[config.mk]
export PLATFORM = sky130hd
export DESIGN_NAME = inst_mem_loader
export DESIGN_NICKNAME = d
export VERILOG_FILES = /design/src/rtl/rv_pkg.sv /design/src/rtl/sync_fifo.sv /design/src/rtl/inst_mem_loader.sv
export SDC_FILE = /design/constraint.sdc
export NUM_CORES = 1
export LEC_CHECK = 0
export BUFFER_PORTS_ARGS = -buffer_cell sky130_fd_sc_hd__buf_2
export CORE_ASPECT_RATIO = 2
export CORE_MARGIN = 3
export CORE_UTILIZATION = 38
export DETAILED_ROUTE_END_ITERATION = 16
export GPL_ROUTABILITY_DRIVEN = 0
export SYNTH_ARGS = -nofsm -noshare
export SYNTH_HDL_FRONTEND = slang
export SYNTH_SLANG_ARGS = --single-unit
[constraint.sdc]
create_clock -name clk -period 4.4 [get_ports clk]
set_clock_uncertainty 0.2 [all_clocks]
set_input_delay 1.32 -clock clk [delete_from_list [all_inputs] [get_ports clk]]
set_output_delay 1.32 -clock clk [all_outputs]
set_load 0.05 [all_outputs]
[src/rtl/rv_pkg.sv]
// Shared RV32I constants, loader state type and the field-to-word encoder.
// The fetch/decode side reuses the opcode constants from this package.
package rv_pkg;

    localparam logic [6:0] OP_R      = 7'b0110011;
    localparam logic [6:0] OP_I      = 7'b0010011;
    localparam logic [6:0] OP_LOAD   = 7'b0000011;
    localparam logic [6:0] OP_STORE  = 7'b0100011;
    localparam logic [6:0] OP_BRANCH = 7'b1100011;

    localparam logic [31:0] NOP_WORD = 32'h0;

    typedef enum logic [1:0] {
        IDLE,
        LOAD,
        TERM,
        DONE
    } loader_state_t;

    typedef struct packed {
        logic        ok;
        logic [31:0] word;
    } enc_result_t;

    // Inverse of the fetch-side field extraction; ok=0 flags an unsupported opcode.
    function automatic enc_result_t rv_encode(
        input logic [6:0]  opcode,
        input logic [4:0]  rd,
        input logic [4:0]  rs1,
        input logic [4:0]  rs2,
        input logic [2:0]  funct3,
        input logic [6:0]  funct7,
        input logic [31:0] imm
    );
        enc_result_t r;
        r.ok   = 1'b1;
        r.word = NOP_WORD;
        case (opcode)
            OP_R: begin
                r.word = {funct7, rs2, rs1, funct3, rd, opcode};
            end
            OP_I, OP_LOAD: begin
                // Shift-immediates carry funct7 in the upper immediate bits.
                if (opcode == OP_I && (funct3 == 3'b001 || funct3 == 3'b101)) begin
                    r.word = {funct7, imm[4:0], rs1, funct3, rd, opcode};
                end else begin
                    r.word = {imm[11:0], rs1, funct3, rd, opcode};
                end
            end
            OP_STORE: begin
                r.word = {imm[11:5], rs2, rs1, funct3, imm[4:0], opcode};
            end
            OP_BRANCH: begin
                r.word = {imm[12], imm[10:5], rs2, rs1, funct3, imm[4:1], imm[11], opcode};
            end
            default: begin
                r.ok = 1'b0;
            end
        endcase
        return r;
    endfunction

endpackage

[src/rtl/sync_fifo.sv]
// Small synchronous FIFO for encoded words; push while full is allowed
// when a pop happens in the same cycle.
module sync_fifo #(
    parameter int WIDTH      = 32,
    parameter int FIFO_DEPTH = 2
) (
    input  logic             clk,
    input  logic             rst,
    input  logic             push,
    input  logic [WIDTH-1:0] push_data,
    input  logic             pop,
    output logic [WIDTH-1:0] head,
    output logic             full,
    output logic             empty
);

    localparam int AW = $clog2(FIFO_DEPTH);

    logic [WIDTH-1:0] mem_q [FIFO_DEPTH];
    logic [AW:0]      wr_ptr_q, wr_ptr_d;
    logic [AW:0]      rd_ptr_q, rd_ptr_d;
    logic             do_push;
    logic             do_pop;

    always_comb begin
        empty    = (wr_ptr_q == rd_ptr_q);
        full     = (wr_ptr_q[AW] != rd_ptr_q[AW]) &&
                   (wr_ptr_q[AW-1:0] == rd_ptr_q[AW-1:0]);
        do_pop   = pop && !empty;
        do_push  = push && (!full || do_pop);
        wr_ptr_d = wr_ptr_q;
        rd_ptr_d = rd_ptr_q;
        if (do_push) begin
            wr_ptr_d = wr_ptr_q + 1'b1;
        end
        if (do_pop) begin
            rd_ptr_d = rd_ptr_q + 1'b1;
        end
        head = mem_q[rd_ptr_q[AW-1:0]];
    end

    always_ff @(posedge clk or posedge rst) begin
        if (rst) begin
            wr_ptr_q <= '0;
            rd_ptr_q <= '0;
        end else begin
            wr_ptr_q <= wr_ptr_d;
            rd_ptr_q <= rd_ptr_d;
        end
    end

    always_ff @(posedge clk) begin
        if (do_push) begin
            mem_q[wr_ptr_q[AW-1:0]] <= push_data;
        end
    end

endmodule

[src/rtl/inst_mem_loader.sv]
// Encodes decoded instruction bundles into RV32I words, writes them sequentially
// into program RAM and finishes with a NO-OP terminator.
module inst_mem_loader
    import rv_pkg::*;
#(
    parameter int WIDTH      = 32,
    parameter int NUM_INST   = 18,
    parameter int FIFO_DEPTH = 2
) (
    input  logic             clk,
    input  logic             rst,
    input  logic             start,
    input  logic             in_valid,
    output logic             in_ready,
    input  logic             in_last,
    input  logic [6:0]       opcode,
    input  logic [4:0]       rd,
    input  logic [4:0]       rs1,
    input  logic [4:0]       rs2,
    input  logic [2:0]       funct3,
    input  logic [6:0]       funct7,
    input  logic [WIDTH-1:0] imm,
    output logic             mem_wr_en,
    output logic [WIDTH-1:0] mem_addr,
    output logic [WIDTH-1:0] mem_wdata,
    input  logic             mem_ready,
    output logic             busy,
    output logic             done,
    output logic             err,
    output logic [WIDTH-1:0] count
);

    localparam int ACC_W = $clog2(NUM_INST) + 1;

    loader_state_t    state_q, state_d;
    logic [WIDTH-1:0] addr_q, addr_d;
    logic [WIDTH-1:0] count_q, count_d;
    logic             err_q, err_d;
    logic [ACC_W-1:0] accepted_q, accepted_d;

    enc_result_t      enc;
    logic             accept;
    logic             wr_en;
    logic             wr_fire;
    logic             term_phase;
    logic             in_ready_c;
    logic             fifo_push;
    logic             fifo_pop;
    logic             fifo_full;
    logic             fifo_empty;
    logic [31:0]      fifo_head;

    sync_fifo #(
        .WIDTH      (32),
        .FIFO_DEPTH (FIFO_DEPTH)
    ) u_fifo (
        .clk       (clk),
        .rst       (rst),
        .push      (fifo_push),
        .push_data (enc.word),
        .pop       (fifo_pop),
        .head      (fifo_head),
        .full      (fifo_full),
        .empty     (fifo_empty)
    );

    // Datapath and handshake qualifiers.
    always_comb begin
        enc        = rv_encode(opcode, rd, rs1, rs2, funct3, funct7, 32'(imm));
        // The last RAM slot is always kept for the terminator.
        in_ready_c = (state_q == LOAD) && !fifo_full &&
                     (accepted_q < ACC_W'(NUM_INST - 1));
        accept     = in_valid && in_ready_c;
        term_phase = (state_q == TERM) && fifo_empty;
        wr_en      = (((state_q == LOAD) || (state_q == TERM)) && !fifo_empty) || term_phase;
        wr_fire    = wr_en && mem_ready;
        fifo_push  = accept && enc.ok;
        fifo_pop   = wr_fire && !fifo_empty;
    end

    always_comb begin
        state_d    = state_q;
        addr_d     = addr_q;
        count_d    = count_q;
        err_d      = err_q;
        accepted_d = accepted_q;

        case (state_q)
            IDLE, DONE: begin
                if (start) begin
                    state_d    = LOAD;
                    addr_d     = '0;
                    count_d    = '0;
                    err_d      = 1'b0;
                    accepted_d = '0;
                end
            end
            LOAD: begin
                if (accept) begin
                    accepted_d = accepted_q + 1'b1;
                    if (!enc.ok) begin
                        err_d = 1'b1;
                    end
                    if (in_last) begin
                        state_d = TERM;
                    end else if (accepted_q == ACC_W'(NUM_INST - 2)) begin
                        err_d   = 1'b1;
                        state_d = TERM;
                    end
                end
            end
            TERM: begin
                if (term_phase && mem_ready) begin
                    state_d = DONE;
                end
            end
            default: begin
                state_d = IDLE;
            end
        endcase

        if (wr_fire) begin
            addr_d  = addr_q + WIDTH'(4);
            count_d = count_q + WIDTH'(1);
        end
    end

    always_ff @(posedge clk or posedge rst) begin
        if (rst) begin
            state_q    <= IDLE;
            addr_q     <= '0;
            count_q    <= '0;
            err_q      <= 1'b0;
            accepted_q <= '0;
        end else begin
            state_q    <= state_d;
            addr_q     <= addr_d;
            count_q    <= count_d;
            err_q      <= err_d;
            accepted_q <= accepted_d;
        end
    end

    assign in_ready  = in_ready_c;
    assign mem_wr_en = wr_en;
    assign mem_addr  = addr_q;
    assign mem_wdata = (wr_en && !fifo_empty) ? WIDTH'(fifo_head) : WIDTH'(NOP_WORD);
    assign busy      = (state_q == LOAD) || (state_q == TERM);
    assign done      = (state_q == DONE);
    assign err       = err_q;
    assign count     = count_q;

endmodule

Word level (Yosys, flattened, before mapping)
Memories as Yosys holds them, arrays and structs flattened.
Index checks and enable logic that the tools add are counted.
Widths: inputs -> output; s select.
- bits in registers: 77
- bits in writable memories: 64
- memories kept: 1
- word-level logic and storage cells: 87
- output and inout port bits: 101
- input port bits: 70
- memory list (name ; words ; bits a word ; rd ports ; clocked after memory_dff ; wr ports ; line ; source):
    u_fifo.mem_q ; 2 ; 32 ; 1 ; 0 ; 1 ; sync_fifo.sv:19 ; logic [WIDTH-1:0] mem_q [FIFO_DEPTH];
- add/subtract/negate cells: 5
- muxes and demuxes: 25
- reductions and logical operators: 30
- $lt $le $gt $ge: 1
- equality and inequality tests: 18
- operators by type and width (operator ; count):
    $mux 32 ; 6
    $pmux 32 s4 ; 1
    $add 32x1->32 const B ; 1
    $add 32x3->32 const B ; 1
    $eq 7x6->1 const B ; 2
    $logic_and 1x1->1 ; 14
    $mux 6 ; 2
    $pmux 6 s2 ; 1
    $mux 2 ; 5
    $mux 1 ; 8
    $eq 7x2->1 const B ; 1
    $eq 7x5->1 const B ; 1
    $eq 7x7->1 const B ; 1
    $add 6x1->6 const B ; 1
    $eq 6x5->1 const B ; 1
    $lt 6x5->1 const B ; 1
    $pmux 2 s3 ; 1
    $reduce_bool 2->1 ; 3
    $reduce_or 5->1 ; 1
    $add 2x1->2 const B ; 2
    $eq 2x2->1 const B ; 2
    $logic_or 1x1->1 ; 4
    $ne 2x2->1 const B ; 2
    $reduce_and 4->1 ; 1
    other kinds (14) ; 16

Logic depth before layout (Yosys ltp)
- word-level depth: 11
- gate-level depth with buffers: 10
- mapped depth without buffers: 7

Hierarchy
From an unflattened synthesis, not the netlist that was laid out.
- cells, all modules: 621
- area total of the unflattened synthesis: 7051.8 µm²
- by module, submodules not included (module ; sequential area each (µm²) ; cells an instance ; area each (µm²) ; instances):
    inst_mem_loader ; 1776.7 ; 491 ; 4485.6 ; 1
    sync_fifo ; 2021.9 ; 130 ; 2566.2 ; 1

Worst setup path before layout
Ideal clock, no wire load.
- path type: input -> register
- from: input port in_valid
- to: memory u_fifo.mem_q[0][0] (enable)
- setup time: 0.421 ns
- data arrival time: 3.502 ns
- required time: 3.779 ns
- buffers on the path: 1
- setup slack: 0.277 ns
- stages: 6
- path through: nand2_1 > a211oi_1 > and2_1 > clkbuf_1 > nand2_1 > nor2_1
- word-level cells in the longest chain between the ends: 5
- RTL lines (what ; line ; source):
    from (decl) ; inst_mem_loader.sv:13 ; input logic in_valid,
    $logic_and 1x1->1 ; inst_mem_loader.sv:73 ; accept = in_valid && in_ready_c;
    $logic_and 1x1->1 ; inst_mem_loader.sv:77 ; fifo_push = accept && enc.ok;
    $logic_and 1x1->1 ; sync_fifo.sv:30 ; do_push = push && (!full || do_pop);
    $mux 1 ; sync_fifo.sv:53 ; if (do_push) begin
    $mux 1 (implied by the code) ; sync_fifo.sv:54 ; mem_q[wr_ptr_q[AW-1:0]] <= push_data;
    to (decl) ; sync_fifo.sv:19 ;
No other way between the ends.

Worst setup path after layout
- from: register u_fifo.wr_ptr_q[0]
- to: output port mem_wdata[11]
- word-level cells in the longest chain between the ends: 6
- elaborated cells on any way between the ends: 7
- those cells by class: 1 x eq/ne; 1 x mux; 5 x reduce/logical
- RTL lines (what ; line ; source):
    from (decl) ; sync_fifo.sv:20 ; logic [AW:0] wr_ptr_q, wr_ptr_d;
    from (signal assigned) ; sync_fifo.sv:47 ; wr_ptr_q <= wr_ptr_d;
    $eq 2x2->1 (*) ; sync_fifo.sv:26 ; empty = (wr_ptr_q == rd_ptr_q);
    $logic_not 1->1 ; inst_mem_loader.sv:75, inst_mem_loader.sv:147 ;
    $logic_and 1x1->1 ; inst_mem_loader.sv:75 ; wr_en = (((state_q == LOAD) || (state_q == TERM)) && !fifo_empty) || term_phase;
    $logic_or 1x1->1 ; inst_mem_loader.sv:75 ;
    $logic_and 1x1->1 (*) ; inst_mem_loader.sv:147 ; assign mem_wdata = (wr_en && !fifo_empty) ? WIDTH'(fifo_head) : WIDTH'(NOP_WORD);
    $mux 32 (*) ; inst_mem_loader.sv:147 ;
    to (decl) ; inst_mem_loader.sv:25 ; output logic [WIDTH-1:0] mem_wdata,
Mark *: on every way between the ends. The rest lies on a longest branch, timed or not.

==> impl_metrics.csv <==
group,metric,value,unit
run_status,status,"complete, no violations",
clocking,cts_setup_buffers,0,
power,power.leakage,3.82,nW
global_route,grt_pass1_wl,27.6,mm
sta,slew_headroom,34.6,%
synthesis,syn_inst,606,
sta,worst_pin_slew,975,ps
place,dp_hpwl,12.6,mm
job,maxCapViolCount,0,
synthesis,synth_area_leaders,"edfxtp_1 28%, dfrtp_1 28%, mux2i_1 9.6%, nand2_1 4.2%, nor2_1 3.2%",
die,die_width,100,um
critical_path,r2r-start,"u_fifo.rd_ptr_q[0]$_DFFE_PP0P_",
route,drt_pass1_iterations,5,
synthesis,yosysTopAreaCell,"edfxtp_1",
route,num_vias,5315,
synthesis,netlist.area_leader.share,28.4,%
global_route,grtUsageMet1,18.4,%
cells_and_area,antenna_cells,0,
sta,drv_slew,0,
place,io_buffers,149,
global_route,grt_pass1_vias,5508,
sta,finalCriticalPeriod,4030,ps
route,drcViolationCount,0,
clocking,cts_root_buf,"clkbuf_16",
critical_path,setup.worst_path.start_class,"flop",
cells_and_area,post-route-util,48.2,%
global_route,grt_remaining_overflow,0,
clocking,htree_num_levels,4,
synthesis,ys.flop_type,"dfrtp_1",
critical_path,startpoint,"u_fifo.wr_ptr_q[0]$_DFFE_PP0N_",
die,dieArea,19600,um2
clocking,postCtsResizedCells,0,
critical_path,cp-end-kind,"output pin",
sta,fin_crit_sh,91.6,%
cells_and_area,nNetsFinal,842,
cells_and_area,syn2layout_area_growth,23.4,%
clocking,numCtsBuffers,17,
synthesis,ys_seq_elements,139,
sta,fmax,248,MHz
place,pre_cts_slack,769,ps
route,drt_iter0_drc,127,
die,ios,171,
synthesis,synthTopCellsByCount,"75 x dfrtp_1, 75 x nand2_1, 65 x mux2i_1",
sta,finalHoldViolCount,0,
worst_hold_path,min_from,"mem_addr[31]$_DFFE_PP0P_",
critical_path,cp_cell_sequence,"xor2_2, o21ai_4, buf_4, nor2_1, buf_2",
cells_and_area,fillers,1643,
sta,setup_tns,0,ps
route,post_drt_wl_per_cell,17.2,um
clocking,ctsHoldBuffers,0,
critical_path,cpMaxStageDelayCell,"o21ai_4",
power,powerDensity,586,nW/um2
global_route,grt_usage,17.9,%
critical_path,crit_fanout,26,
sta,hold-worst-slack,275,ps
synthesis,synth_edf_count,64,
critical_path,crit_type,"reg2out",
cells_and_area,drive_gt1_share,26.2,%
die,die_y,195,um
clocking,worstSkewPairLatency,410,ps
synthesis,yosysWarnings,0,
critical_path,worstPathRequired,2880,ps
critical_path,r2r_slack,1220,ps
synthesis,netlist_area,6780,um2
synthesis,seq_area_frac_synth,56.1,%
die,initial_core_util,39.0,%
clocking,cts_max_path_buffers,2,
synthesis,synth_area_per_cell,11.2,um2
sta,final.setup.worst_slack,370,ps
die,row_count,68,
global_route,antenna_found_initial,0,
global_route,grt_max_degree,49,
route,drt-total-wl,17.0,mm
clocking,clock-sinks,139,
critical_path,cp.arrival,2510,ps
synthesis,synthArstFlopShare,54.0,%
worst_hold_path,hold_class,"reg2reg",
critical_path,max_stage_delay,710,ps
power,irDropWorstVdd,0.394,mV
die,coreArea,17400,um2
sta,setup_viol,0,
sta,rsz0062_at_grt,"false",
global_route,use_met3,3.99,%
synthesis,synthDistinctLibCells,63,
route,drtAntennaViolNets,0,
clocking,cts.clk_slew.worst_paths,60,ps
clocking,cts_tree,"built",
route,avgViaCountPerCell,5.39,
global_route,grt.busiest_layer,"met2",
global_route,met2_usage,33.6,%
## area by class of cell
class / instances / area, um2 / share of cell area (%)
Timing Repair Buffer: 158 / 813 / 9.73
Clock buffer: 24 / 526 / 6.29
Inverter: 18 / 67.6 / 0.808
Multi-Input combinational cell: 429 / 2830 / 33.9
Sequential cell: 139 / 3800 / 45.5
Tap cell: 210 / 263 / 3.14
Clock inverter: 8 / 57.6 / 0.689
## per-stage QoR
| stage | cell area [um2] | instances | power (mW) |
|---|---|---|---|
| finish | 8360 | 986 | 4.89 |
| global route | 8360 | 986 | 5.15 |
| CTS | 8360 | 986 | 4.96 |
| detailed placement | 7770 | 954 | 3.56 |
| global placement | 7770 | 954 | 3.53 |
| floorplan | 6790 | 611 | 3.05 |
## cells by family after synthesis
group                      share of synthesized area (%)
muxes                                               9.60
xor gates and xnor gates                            1.53
AOI/OAI and AO/OA                                   12.2
and+or+nand+nor                                     16.2
buffers and inverters                               2.66
other                                             0.0553
adders and majority gates                           1.66
DFF                                                 56.1
## power breakdown
part | leakage (nW) | switching (mW) | internal [mW]
clock network | 0.286 | 0.540 | 0.838
registers | 1.66 | 0.0818 | 1.43
logic | 1.87 | 1.52 | 0.485
total | 3.82 | 2.15 | 2.75
## sequential cells by signal, summed over array words and instances, names as in the netlist
register and flops:
state_q 2, mem_addr 30, accepted_q 6, err 1, u_fifo.wr_ptr_q 2, u_fifo.mem_q 64, count 32, u_fifo.rd_ptr_q 2
## layer usage
layer | part of all wire [%] | vias to the layer above | routed length [um]
li1 | - | 2546 | -
met1 | 37 | 2614 | 6240
met2 | 57 | 135 | 9650
met3 | 4.2 | 20 | 721
met4 | 2.1 | 0 | 362
met5 | 0 | - | 0
## layout by cell type (no fill, tap or decap), types with 3 or more instances in the layout
cell type	count
buf_2	149
nand2_1	75
dfrtp_1	74
mux2i_1	65
edfxtp_1	64
nor2_1	57
nand3_1	27
clkbuf_16	20
inv_1	17
a22o_1	16
o211ai_1	15
nor3_1	14
nand4_1	13
o31ai_1	13
a21oi_1	11
and2_1	11
o21ai_1	9
ha_1	9
buf_4	9
o21ai_0	8
or3_1	7
a21o_1	6
conb_1	6
xor2_1	5
xnor2_1	5
and3_1	4
clkinv_4	4
o311ai_1	3
o41ai_1	3
clkbuf_1	3
clkinv_2	3
## worst max-delay path, delay by kind of cell, from the launching register on
kind | cells | cell delay [ps]
AOI/OAI and AO/OA | 1 | 710
xor gates and xnor gates | 1 | 260
buffers and inverters | 2 | 560
DFF | 1 | 480
and+or+nand+nor | 1 | 80
## final timing paths
path / to / cells past startpoint
min in group asynchronous: mem_addr[14]$_DFFE_PP0P_ / 2
worst max register to register: u_fifo.mem_q[0][28]$_DFFE_PP_ / 7
worst max-delay path: mem_wdata[11] / 5
worst min-delay path: mem_addr[31]$_DFFE_PP0P_ / 1
max in group asynchronous: count[10]$_DFFE_PP0P_ / 3
worst min register to register: mem_addr[31]$_DFFE_PP0P_ / 1
(Power assumes the default switching activity.)
